**src/rtl/n1_ups.sv**
```systemverilog
// Upper parameter stack: four 16-bit cells with command handshake, ALU write-back,
// and spill/fill traffic to a lower stack when the cached window is too full or too shallow.
module n1_ups (
  input  logic        clk_i,
  input  logic        async_rst_i,
  input  logic        fc2ups_req_i,
  output logic        ups2fc_ack_o,
  input  logic [2:0]  fc2ups_cmd_i,
  input  logic [15:0] fc2ups_lit_i,
  input  logic        fc2ups_clr_i,
  input  logic [15:0] alu2prs_ps0_next_i,
  input  logic [15:0] alu2prs_ps1_next_i,
  output logic [15:0] prs2alu_ps0_o,
  output logic [15:0] prs2alu_ps1_o,
  output logic        ups2ls_push_req_o,
  output logic        ups2ls_pop_req_o,
  output logic [15:0] ups2ls_data_o,
  input  logic [15:0] ls2ups_data_i,
  input  logic        ls2ups_ack_i,
  input  logic        ls2ups_empty_i,
  input  logic        ls2ups_full_i,
  output logic [2:0]  ups_depth_o,
  output logic        ups_uf_o,
  output logic        ups_of_o
);

  typedef enum logic [1:0] {IDLE, SPILL, FILL} state_e;

  localparam logic [2:0] CMD_ALU  = 3'd1;
  localparam logic [2:0] CMD_PUSH = 3'd2;
  localparam logic [2:0] CMD_DROP = 3'd3;
  localparam logic [2:0] CMD_SWAP = 3'd4;

  state_e      state_q, state_d;
  logic [15:0] ps_q [4];
  logic [15:0] ps_d [4];
  logic [2:0]  depth_q, depth_d;
  logic        uf_q, uf_d, of_q, of_d;

  logic cmd_ok, too_shallow, too_deep, fire;

  // Decode whether the current command can run on the cached window as-is.
  // NOTE: every signal assigned in always_comb gets a default first so no latch is inferred.
  always_comb begin
    cmd_ok      = 1'b1;
    too_shallow = 1'b0;
    too_deep    = 1'b0;
    case (fc2ups_cmd_i)
      CMD_ALU, CMD_SWAP: begin
        cmd_ok      = (depth_q >= 3'd2);
        too_shallow = !cmd_ok;
      end
      CMD_DROP: begin
        cmd_ok      = (depth_q >= 3'd1);
        too_shallow = !cmd_ok;
      end
      CMD_PUSH: begin
        cmd_ok   = (depth_q <= 3'd3);
        too_deep = !cmd_ok;
      end
      default: ;
    endcase
    // Errors against an empty/full lower stack still complete the handshake.
    fire = (state_q == IDLE) && fc2ups_req_i &&
           (cmd_ok || (too_shallow && ls2ups_empty_i) || (too_deep && ls2ups_full_i));
  end

  always_comb begin
    state_d = state_q;
    ps_d    = ps_q;
    depth_d = depth_q;
    uf_d    = uf_q && !fc2ups_clr_i;
    of_d    = of_q && !fc2ups_clr_i;
    case (state_q)
      IDLE: begin
        if (fire && cmd_ok) begin
          case (fc2ups_cmd_i)
            CMD_ALU: begin
              ps_d[0] = alu2prs_ps0_next_i;
              ps_d[1] = alu2prs_ps1_next_i;
            end
            CMD_PUSH: begin
              ps_d[3] = ps_q[2];
              ps_d[2] = ps_q[1];
              ps_d[1] = ps_q[0];
              ps_d[0] = fc2ups_lit_i;
              depth_d = depth_q + 3'd1;
            end
            CMD_DROP: begin
              ps_d[0] = ps_q[1];
              ps_d[1] = ps_q[2];
              ps_d[2] = ps_q[3];
              ps_d[3] = 16'h0000;
              depth_d = depth_q - 3'd1;
            end
            CMD_SWAP: begin
              ps_d[0] = ps_q[1];
              ps_d[1] = ps_q[0];
            end
            default: ;
          endcase
        end else if (fire) begin
          uf_d = uf_d || too_shallow;
          of_d = of_d || too_deep;
        end else if (fc2ups_req_i) begin
          state_d = too_deep ? SPILL : FILL;
        end
      end
      SPILL: begin
        if (ls2ups_ack_i) begin
          ps_d[3] = 16'h0000;
          depth_d = depth_q - 3'd1;
          state_d = IDLE;
        end
      end
      FILL: begin
        // Fill lands below the valid entries; depth is at most 1 here.
        if (ls2ups_ack_i) begin
          ps_d[depth_q[1:0]] = ls2ups_data_i;
          depth_d = depth_q + 3'd1;
          state_d = IDLE;
        end
      end
      default: state_d = IDLE;
    endcase
  end

  // NOTE: sequential state uses non-blocking assignments only, so every register samples pre-edge values.
  always_ff @(posedge clk_i or posedge async_rst_i) begin
    if (async_rst_i) begin
      state_q <= IDLE;
      ps_q    <= '{default: 16'h0000};
      depth_q <= 3'd0;
      uf_q    <= 1'b0;
      of_q    <= 1'b0;
    end else begin
      state_q <= state_d;
      ps_q    <= ps_d;
      depth_q <= depth_d;
      uf_q    <= uf_d;
      of_q    <= of_d;
    end
  end

  assign ups2fc_ack_o      = fire;
  assign prs2alu_ps0_o     = ps_q[0];
  assign prs2alu_ps1_o     = ps_q[1];
  assign ups2ls_push_req_o = (state_q == SPILL);
  assign ups2ls_pop_req_o  = (state_q == FILL);
  assign ups2ls_data_o     = ps_q[3];
  assign ups_depth_o       = depth_q;
  assign ups_uf_o          = uf_q;
  assign ups_of_o          = of_q;

endmodule

```
**config.mk**
```make
export PLATFORM = sky130hd
export DESIGN_NAME = n1_ups
export DESIGN_NICKNAME = d
export VERILOG_FILES = /design/src/rtl/n1_ups.sv
export SDC_FILE = /design/constraint.sdc
export NUM_CORES = 1
export LEC_CHECK = 0
export CAP_MARGIN = 20
export CORE_MARGIN = 3
export CORE_UTILIZATION = 50
export CTS_CLUSTER_DIAMETER = 200
export DETAILED_ROUTE_END_ITERATION = 10
export HOLD_SLACK_MARGIN = 0.12
export PLACE_DENSITY = 0.83
export RECOVER_POWER = 100
export SLEW_MARGIN = 30
export SYNTH_ARGS = -nofsm -noshare
export SYNTH_HDL_FRONTEND = slang
export SYNTH_SLANG_ARGS = --single-unit
```
**constraint.sdc**
```tcl
create_clock -name clk_i -period 3 [get_ports clk_i]
set_input_delay 0.75 -clock clk_i [delete_from_list [all_inputs] [get_ports clk_i]]
set_output_delay 0.75 -clock clk_i [all_outputs]
set_load 0.01 [all_outputs]
```
==> results.json, run 1 <==
{
  "vias": 5354,
  "die_area_um2": 12000,
  "peakVddDrop_mv": 0.667,
  "synth_warnings": 0,
  "violations": "max-capacitance violations, max-slew violations",
  "port_buffers": 129,
  "worst_pin_slew_ns": 1.84,
  "avgSynthCellArea_um2": 8.81,
  "async_reset_ff_share_pct": 100,
  "core_um2": 10400,
  "synth_seq_area_share_pct": 33.2,
  "cts_htree_levels": 3,
  "grt_overflow": 0,
  "row_count": 37,
  "clk_path_buf_depth": 2,
  "startpoint_type": "primary input",
  "fill_cells": 894,
  "syn_to_final_growth_pct": 26.1,
  "die_height_um": 109,
  "synth.distinct_cells": 54,
  "postSynthNetCount": 690,
  "start_util_pct": 51.6,
  "cts_root_buf": "clkbuf_8",
  "dpl.hpwl_um": 13200,
  "cts_hold_buf": 0,
  "antenna_found_initial": 0,
  "setup_viol_count_final": 0,
  "cts_tree": "done",
  "cts_buffers": 9,
  "cp.arrival_ns": 2.21,
  "grt_pass1_wl_um": 28300,
  "wirelength_um": 18300,
  "vias_per_cell": 6.42,
  "status": "finished with violations",
  "hold_viol": 0,
  "cp_max_fo": 2,
  "cts_sinks": 71,
  "slew_headroom_pct": -22.6,
  "synth_enable_flop_cells": 0,
  "io_pins": 130,
  "drc_errors": 0,
  "synthFlopType": "dfrtp_1",
  "finalMaxSlewViolations": 72,
  "fp.dieW_um": 109,
  "instances_no_fill": 834,
  "layout.nets": 776,
  "drive_above_1_share_pct": 12.0,
  "fin_skew_ns": 0.0116,
  "ys_ff_latch": 71,
  "final_antenna_net_count": 0,
  "final_common_cell": "a21oi_1",
  "layout_common_cells": "a21oi_1, clkdlybuf4s50_1, dfrtp_1, dlygate4sd3_1, nand2_1",
  "grt_usage_pct": 30.5,
  "diodes": 0,
  "hold_ws_ns": 0.516,
  "first_global_vias": 5137,
  "timing.final.crit_share_pct": 98.7,
  "endpoint_kind": "output port",
  "drv_cap": 1,
  "required_ns": 2.25,
  "drtPass1Iterations": 8,
  "netlist_area_um2": 5350,
  "worstHoldPathType": "flop to flop",
  "leakagePower_nw": 2.76,
  "worstSetupPathType": "primary input to output port",
  "clkTransAtPathRegs_ns": 0.08,
  "drtIter0Drc": 620,
  "clock_latency_ns": 0.36,
  "routedWlPerCell_um": 21.9,
  "finalWorstPathRequiredPeriod_ns": 2.96,
  "grt_max_degree": 72,
  "clock.fmax_ghz": 0.338,
  "p_per_area_nw_per_um2": 984,
  "gp_congestion": 1.00,
  "dp.cells": 817,
  "syn_inst": 607
}
[Yosys cell counts (all sizes together), types with 17 or more instances]
| master | number | share of area, % |
|---|---|---|
| a21oi | 76 | 8.0 |
| buf | 74 | 9.4 |
| dfrtp | 71 | 33 |
| nand2 | 40 | 2.8 |
| nor2 | 39 | 2.7 |
| o21ai | 37 | 3.5 |
| clkbuf | 26 | 1.8 |
| nor3 | 20 | 1.9 |
| mux2i | 18 | 3.4 |
| a221oi | 17 | 2.9 |
| a22o | 17 | 2.8 |
| mux2 | 17 | 3.6 |
| nand3b | 17 | 2.4 |
| o21a | 17 | 2.4 |
[cell families (layout without fill, tap and decap cells)]
family,count (synthesis),count (layout),synth area share (%)
compound gates,243,243,32.8
xor+xnor,3,3,0.492
fa+ha+maj,9,9,2.11
buf+inv,111,202,12.0
flops,71,71,33.2
mux,35,35,6.95
simple gates,135,135,12.4
[per-stage QoR]
| step | power [mW] | setup TNS (ns) | cell area [um2] | setup slack (ns) | util [%] |
|---|---|---|---|---|---|
| after floorplan | 4.61 | 0 | 5350 | 0.346 | - |
| after global placement | 5.92 | -0.999 | 6670 | -0.384 | 64.3 |
| after detailed placement | 6.06 | -1.41 | 6670 | -0.397 | 64.3 |
| after CTS | 6.89 | 0 | 6870 | 0.00137 | 66.2 |
| after global routing | 7.03 | -0.00332 | 6740 | -0.00332 | 65.0 |
| final | 6.63 | 0 | 6740 | 0.0401 | 65.0 |
[final timing paths]
| path | startpoint | end | slack (ns) | cells past startpoint |
|---|---|---|---|---|
| max reg2reg | ups_depth_o[1]$_DFFE_PP0P_ | ps_q[31]$_DFFE_PP0P_ | 0.43 | 10 |
| max in group asynchronous | async_rst_i | ups2ls_data_o[6]$_DFFE_PP0P_ | 0.44 | 3 |
| min in group asynchronous | async_rst_i | ups_depth_o[0]$_DFFE_PP0P_ | 1.48 | 3 |
| max | fc2ups_cmd_i[1] | ups2fc_ack_o | 0.04 | 6 |
| min reg2reg | ups2ls_data_o[11]$_DFFE_PP0P_ | ups2ls_data_o[11]$_DFFE_PP0P_ | 0.52 | 1 |
| min | ups2ls_data_o[11]$_DFFE_PP0P_ | ups2ls_data_o[11]$_DFFE_PP0P_ | 0.52 | 1 |
[per-layer routing]
metal,share of wire [%],global-route usage [%]
met3,10,7.05
met4,2.1,8.46
met2,44,44.2
met1,43,45.3
met5,0,0
[final cells by class]
class                           count  area [um2]  area share [%]
Clock buffer                        9         124            1.84
Clock inverter                      7        78.8            1.17
Inverter                           11        41.3           0.612
Multi-Input combinational cell    425        2850            42.3
Sequential cell                    71        1780            26.3
Tap cell                          136         170            2.52
Timing Repair Buffer              175        1700            25.2
[critical path, stage by stage]
cell,delay [ns]
clkdlybuf4s50_1,0.47
or4b_4,0.46
or2_4,0.24
nor2_1,0.08
nor3_1,0.05
buf_2,0.15
[sequential cells by signal, summed over array words and instances, names as in the netlist]
name / cells
prs2alu_ps0_o: 16
prs2alu_ps1_o: 16
ps_q: 16
ups2ls_data_o: 16
ups_depth_o: 3
state_q: 2
ups_of_o: 1
ups_uf_o: 1
[where the power goes]
part / switching, mW / leakage, nW / total, mW / internal, mW
registers: 0.522 / 0.840 / 1.94 / 1.42
clock network: 0.431 / 0.0925 / 0.822 / 0.391
logic: 1.99 / 1.82 / 3.87 / 1.88
total: 2.94 / 2.76 / 6.63 / 3.69
[what timing repair did]
item / in CTS / in global routing
setup buffers: 0 / 1
resized for setup: 5 / 3
pin swaps: 0 / 0
endpoints found under the setup margin: 1 / 1
Power figures use the tool's default switching activity.
==> run 2, diff against run 1 <==
CELL_PAD_IN_SITES_DETAIL_PLACEMENT = 1   (was unset)
CELL_PAD_IN_SITES_GLOBAL_PLACEMENT = 1   (was unset)
CORE_UTILIZATION = 38   (was 50)
PLACE_DENSITY = 0.84   (was 0.83)
==> run 2 against run 1 <==
Effect of this change:
- the run now ends clean
- combinational power increased by 3%
- critical path type is now primary input to flop
- total power grew 7.1%
- highest routed layer unchanged
- register-to-register slack about the same
- fmax up 3.1%
- sequential power increased by 3%
- utilization decreased by 14 points
- global-route usage fell by 3.9 points
==> results.json, run 2 (synthesis results as in run 1) <==
{
  "drv_cap": 0,
  "die_height_um": 125,
  "rsz0062_at_grt": "false",
  "startpoint": "fc2ups_cmd_i[0]",
  "ff2ff_path_depth": 10,
  "die_area_um2": 15500,
  "hold_viol": 0,
  "power_frac_clock_pct": 15.8,
  "cp_max_fo": 38,
  "cts_buffers": 9,
  "timing.final.crit_share_pct": 95.7,
  "sequentialPowerShare_pct": 28.0,
  "antenna_found_initial": 0,
  "cts_hold_buf": 0,
  "grt_overflow": 0,
  "cp.arrival_ns": 3.09,
  "dpl.hpwl_um": 15000,
  "layout.nets": 767,
  "place_area_um2": 6650,
  "syn_to_final_growth_pct": 29.0,
  "wirelength_um": 21100,
  "cts_htree_levels": 3,
  "worstSetupPathType": "primary input to flop",
  "peakVddDrop_mv": 0.370,
  "worstHoldPathType": "flop to flop",
  "slew_headroom_pct": 18.7,
  "clock.fmax_ghz": 0.348,
  "instances_no_fill": 865,
  "reg2reg_to": "ps_q[29]$_DFFE_PP0P_",
  "drtIter0Drc": 587,
  "drive_above_1_share_pct": 13.4,
  "worst_pin_slew_ns": 1.22,
  "finalMaxSlewViolations": 0,
  "clock_latency_ns": 0.34,
  "cts_root_buf": "clkbuf_16",
  "grt_max_degree": 47,
  "p_comb_share_pct": 56.2,
  "row_count": 42,
  "fin_skew_ns": 0.00685,
  "design_area_um2": 6900,
  "grt_usage_pct": 26.6,
  "clk_path_buf_depth": 2,
  "drc_errors": 0,
  "drtPass1Iterations": 5,
  "startpoint_type": "primary input",
  "final_common_cell": "dfrtp_1",
  "rr_startpoint": "ups_depth_o[1]$_DFFE_PP0P_",
  "leakagePower_nw": 2.78,
  "vias": 5272,
  "core_um2": 13500,
  "endpoint_kind": "flop",
  "p_per_area_nw_per_um2": 1030,
  "vias_per_cell": 6.09,
  "post_cts_buffers": 0,
  "layout_common_cells": "dfrtp_1, clkdlybuf4s50_1, a21oi_1, dlygate4sd3_1, nand2_1",
  "start_util_pct": 39.6,
  "final_antenna_net_count": 0,
  "p_switching_mw": 3.12,
  "required_ns": 3.22,
  "first_global_vias": 5504,
  "grt_pass1_wl_um": 32900,
  "gp_congestion": 0.865,
  "port_buffers": 129,
  "ff2ff_setup_slack_ns": 0.42,
  "crit_end": "ps_q[29]$_DFFE_PP0P_",
  "clkTransAtPathRegs_ns": 0.07,
  "setup_viol_count_final": 0,
  "dp.cells": 849,
  "status": "completed",
  "io_pins": 130,
  "routedWlPerCell_um": 24.4,
  "hold_path_depth": 1,
  "finalWorstPathRequiredPeriod_ns": 2.87,
  "p_sw_share_pct": 43.9,
  "fp.dieW_um": 125,
  "p_int_mw": 3.98,
  "diodes": 0,
  "cts_sinks": 71,
  "cts_tree": "done"
}
-- run 2: changes by cell type in the layout (fill, tap and decap cells not counted), sizes merged --
cell,change
clkbuf,+2
clkdlybuf4s50,-2
dlygate4sd2,+2
dlygate4sd3,+1
buf,-10
clkinvlp,-2
dlymetal6s2s,-1
clkinv,+1
-- run 2: repair_timing --
action                                  4_1_cts  5_1_grt
endpoints found under the setup margin        1        3
resized for setup                            10        4
endpoints found under the hold margin         0        0
-- run 2: worst min-delay path by stage --
stage | startpoint | endpoint | slack [ns]
after detailed placement | ups2ls_data_o[7]$_DFFE_PP0P_ | ups2ls_data_o[7]$_DFFE_PP0P_ | 0.51
after global placement | ups2ls_data_o[10]$_DFFE_PP0P_ | ups2ls_data_o[10]$_DFFE_PP0P_ | 0.50
after CTS | ups2ls_data_o[0]$_DFFE_PP0P_ | ups2ls_data_o[0]$_DFFE_PP0P_ | 0.53
after floorplan | ups2ls_data_o[0]$_DFFE_PP0P_ | ups2ls_data_o[0]$_DFFE_PP0P_ | 0.48
after global routing | ups2ls_data_o[10]$_DFFE_PP0P_ | ups2ls_data_o[10]$_DFFE_PP0P_ | 0.57
final | ups2ls_data_o[0]$_DFFE_PP0P_ | ups2ls_data_o[0]$_DFFE_PP0P_ | 0.52
-- run 2: area by class of cell --
type,instances,area [um2]
fill,1534,6610
multi-input combinational,425,2920
sequential,71,1780
timing repair buffer,166,1630
clock buffer,10,239
tap,176,220
clock inverter,6,68.8
inverter,11,41.3
-- run 2: critical path: stages --
cell and delay [ns]:
dlygate4sd2_1 0.25, buf_4 0.16, clkbuf_2 0.45, a31o_1 0.40, a21o_1 0.24, a21oi_4 0.14
clkbuf_4 0.32, mux2_2 0.38
-- run 2: metal layers --
| metal | global-route usage [%] | share of wire, % | vias up |
|---|---|---|---|
| li1 | - | - | 2349 |
| met1 | 38.3 | 45 | 2640 |
| met2 | 40.3 | 45 | 255 |
| met3 | 4.97 | 7.5 | 28 |
| met4 | 8.32 | 1.9 | 0 |
| met5 | 0 | 0 | - |
-- run 2: metrics by stage --
step / hold slack (ns) / TNS, ns / utilization, % / total power [mW] / setup WS, ns
6_report: 0.519 / 0 / 51.1 / 7.10 / 0.130
4_1_cts: 0.532 / 0 / 51.5 / 7.30 / 0.0181
3_3_place_gp: 0.500 / -6.00 / 49.2 / 5.94 / -0.394
3_5_place_dp: 0.508 / -6.99 / 49.2 / 6.12 / -0.436
2_1_floorplan: 0.478 / 0 / - / 4.61 / 0.346
5_1_grt: 0.565 / 0 / 51.1 / 7.51 / 0.0205
-- run 2: power groups by stage --
stage / Combinational [mW] / Clock, mW / Sequential (mW)
CTS: 4.19 / 1.13 / 1.98
finish: 3.99 / 1.12 / 1.99
global placement: 3.99 / 0 / 1.95
floorplan: 2.87 / 0 / 1.75
detailed placement: 4.14 / 0 / 1.99
global route: 4.29 / 1.18 / 2.04
==> run 3, diff against run 2 <==
--- a/config.mk
+++ b/config.mk
@@ -10,9 +10,10 @@
 export CELL_PAD_IN_SITES_GLOBAL_PLACEMENT = 1
 export CORE_MARGIN = 3
-export CORE_UTILIZATION = 38
+export CORE_UTILIZATION = 39
+export CTS_BUF_LIST = sky130_fd_sc_hd__clkbuf_8
 export CTS_CLUSTER_DIAMETER = 200
 export DETAILED_ROUTE_END_ITERATION = 10
 export HOLD_SLACK_MARGIN = 0.12
-export PLACE_DENSITY = 0.84
+export PLACE_DENSITY = 0.86
 export RECOVER_POWER = 100
 export SLEW_MARGIN = 30
==> constraint.sdc (replaced) <==
create_clock -name clk_i -period 3 [get_ports clk_i]
set_input_delay 0.75 -clock clk_i [delete_from_list [all_inputs] [get_ports clk_i]]
set_output_delay 0.75 -clock clk_i [all_outputs]
set_load 0.05 [all_outputs]
==> run 3 against run 2 <==
Effect of this change:
- the flow now finishes with violations (max-capacitance violations, max-slew violations)
- clock power fell by 31%
- largest cell class unchanged
- utilization rose by 0.21 points
- setup slack got worse by 0.079 ns
- wire length fell by 5.6%
- cell count fell by 0.12%
- clock-buffer cell count did not move
- via count rose by 0.72%
- fmax fell by 2.7%
==> results.json, run 3 (synthesis results as in run 1) <==
{
  "status": "finished with violations",
  "violations": "max-capacitance violations, max-slew violations",
  "p_total_mw": 7.96,
  "clkTransAtPathRegs_ns": 0.07,
  "final_common_cell": "clkdlybuf4s50_1",
  "required_ns": 2.25,
  "clk_path_buf_depth": 2,
  "finalMaxSlewViolations": 72,
  "p_switching_mw": 4.09,
  "syn_to_final_growth_pct": 28.0,
  "vias": 5310,
  "endpoint_kind": "output port",
  "p_per_area_nw_per_um2": 1160,
  "drtIter0Drc": 592,
  "hold_viol": 0,
  "use_met3_pct": 4.62,
  "first_global_vias": 5371,
  "drive_above_1_share_pct": 13.8,
  "top_usage_layer": "met2",
  "cp_max_fo": 3,
  "leakagePower_nw": 2.71,
  "sequentialPowerShare_pct": 24.8,
  "final_antenna_net_count": 0,
  "p_int_mw": 3.88,
  "post_cts_buffers": 0,
  "cts_sinks": 71,
  "antenna_found_initial": 0,
  "power_frac_clock_pct": 9.7,
  "layout_common_cells": "clkdlybuf4s50_1, dfrtp_1, a21oi_1, nand2_1, nor2_1",
  "timing.final.crit_share_pct": 98.3,
  "row_count": 42,
  "worstSetupPathType": "flop to output port",
  "vias_per_cell": 6.15,
  "grt_overflow": 0,
  "p_sw_share_pct": 51.3,
  "gp_congestion": 1.00,
  "die_height_um": 123,
  "dpl.hpwl_um": 14700,
  "met2_usage_pct": 40.1,
  "port_buffers": 129,
  "grt_max_degree": 72,
  "grt_pass1_wl_um": 31000,
  "cts_hold_buf": 0,
  "worst_pin_slew_ns": 1.88,
  "routedWlPerCell_um": 23.0,
  "cts_tree": "done",
  "drc_errors": 0,
  "fin_skew_ns": 0.0107,
  "worstHoldPathType": "flop to flop",
  "setup_viol_count_final": 0,
  "fp.dieW_um": 123,
  "core_um2": 13300,
  "cp.arrival_ns": 2.20,
  "layout.nets": 766,
  "hold_ws_ns": 0.524,
  "drtPass1Iterations": 5,
  "wirelength_um": 19900,
  "clock_latency_ns": 0.36,
  "p_comb_share_pct": 65.5,
  "diodes": 0,
  "drv_cap": 1,
  "finalWorstPathRequiredPeriod_ns": 2.95,
  "cts_buffers": 9,
  "use_met1_pct": 38.1,
  "slew_headroom_pct": -25.2,
  "clock.fmax_ghz": 0.339,
  "cts_root_buf": "clkbuf_8",
  "grt_usage_pct": 26.4,
  "peakVddDrop_mv": 0.424,
  "cts_htree_levels": 3,
  "startpoint_type": "flop",
  "start_util_pct": 40.1,
  "die_area_um2": 15100,
  "io_pins": 130
}
## run 3: changes by cell type in the layout (fill, tap and decap cells not counted), moves of 5 or more
cell	previous run	this run
dlygate4sd3_1	56	1
clkdlybuf4s50_1	69	123
clkbuf_16	9	0
clkbuf_8	1	10
a2bb2oi_1	11	6
a2bb2oi_2	5	10
## run 3: power groups by stage
stage | clock, mW | combinational, mW | sequential [mW]
after CTS | 0.784 | 5.17 | 1.95
after detailed placement | 0 | 5.12 | 1.96
after global routing | 0.827 | 5.53 | 2.02
final | 0.774 | 5.21 | 1.98
after floorplan | 0 | 3.85 | 1.82
after global placement | 0 | 4.91 | 1.93
## run 3: worst paths after layout
kind / start / end / slack [ns] / cells past startpoint
max: ups_depth_o[1]$_DFFE_PP0P_ / ups2fc_ack_o / 0.05 / 7
min: ups2ls_data_o[11]$_DFFE_PP0P_ / ups2ls_data_o[11]$_DFFE_PP0P_ / 0.52 / 1
max reg2reg: ups_depth_o[1]$_DFFE_PP0P_ / prs2alu_ps1_o[4]$_DFFE_PP0P_ / 0.59 / 9
min reg2reg: ups2ls_data_o[11]$_DFFE_PP0P_ / ups2ls_data_o[11]$_DFFE_PP0P_ / 0.52 / 1
max in group asynchronous: async_rst_i / ps_q[30]$_DFFE_PP0P_ / 0.40 / 3
min in group asynchronous: async_rst_i / state_q[0]$_DFFE_PP0P_ / 1.51 / 3
## run 3: metrics by stage
step                cell area (um2)  setup TNS [ns]  util, %  std cells  setup slack, ns
finish                         6840               0     51.3        864           0.0511
global route                   6840        -0.00856     51.3        864         -0.00856
CTS                            6840               0     51.3        864           0.0338
detailed placement             6640           -4.60     49.7        848           -0.175
global placement               6640          -0.813     49.7        848           -0.113
floorplan                      5350               0        -        607           0.0605
## run 3: cell type report
type	instances	area, um2
Clock buffer	10	138
Tap cell	176	220
Clock inverter	6	53.8
Multi-Input combinational cell	425	2980
Inverter	11	41.3
Timing Repair Buffer	165	1640
Fill cell	1545	6500
Sequential cell	71	1780
## run 3: worst max-delay path, stage by stage (launching register included)
cell	delay, ns
dfrtp_1	0.40
ha_2	0.22
ha_4	0.18
or4b_4	0.49
or2_4	0.26
nor2_4	0.08
nor3_2	0.05
buf_6	0.16
## run 3: metal layers
layer  up-vias  part of all wire [%]
met3        30                   7.2
met1      2687                    45
li1       2344                     -
met2       249                    46
met5         -                     0
met4         0                   2.0
## run 3: what timing repair did
item	4_1_cts	5_1_grt
setup endpoints to repair	1	1
gates resized for setup	10	2
hold endpoints to repair	0	0
cloned	0	0
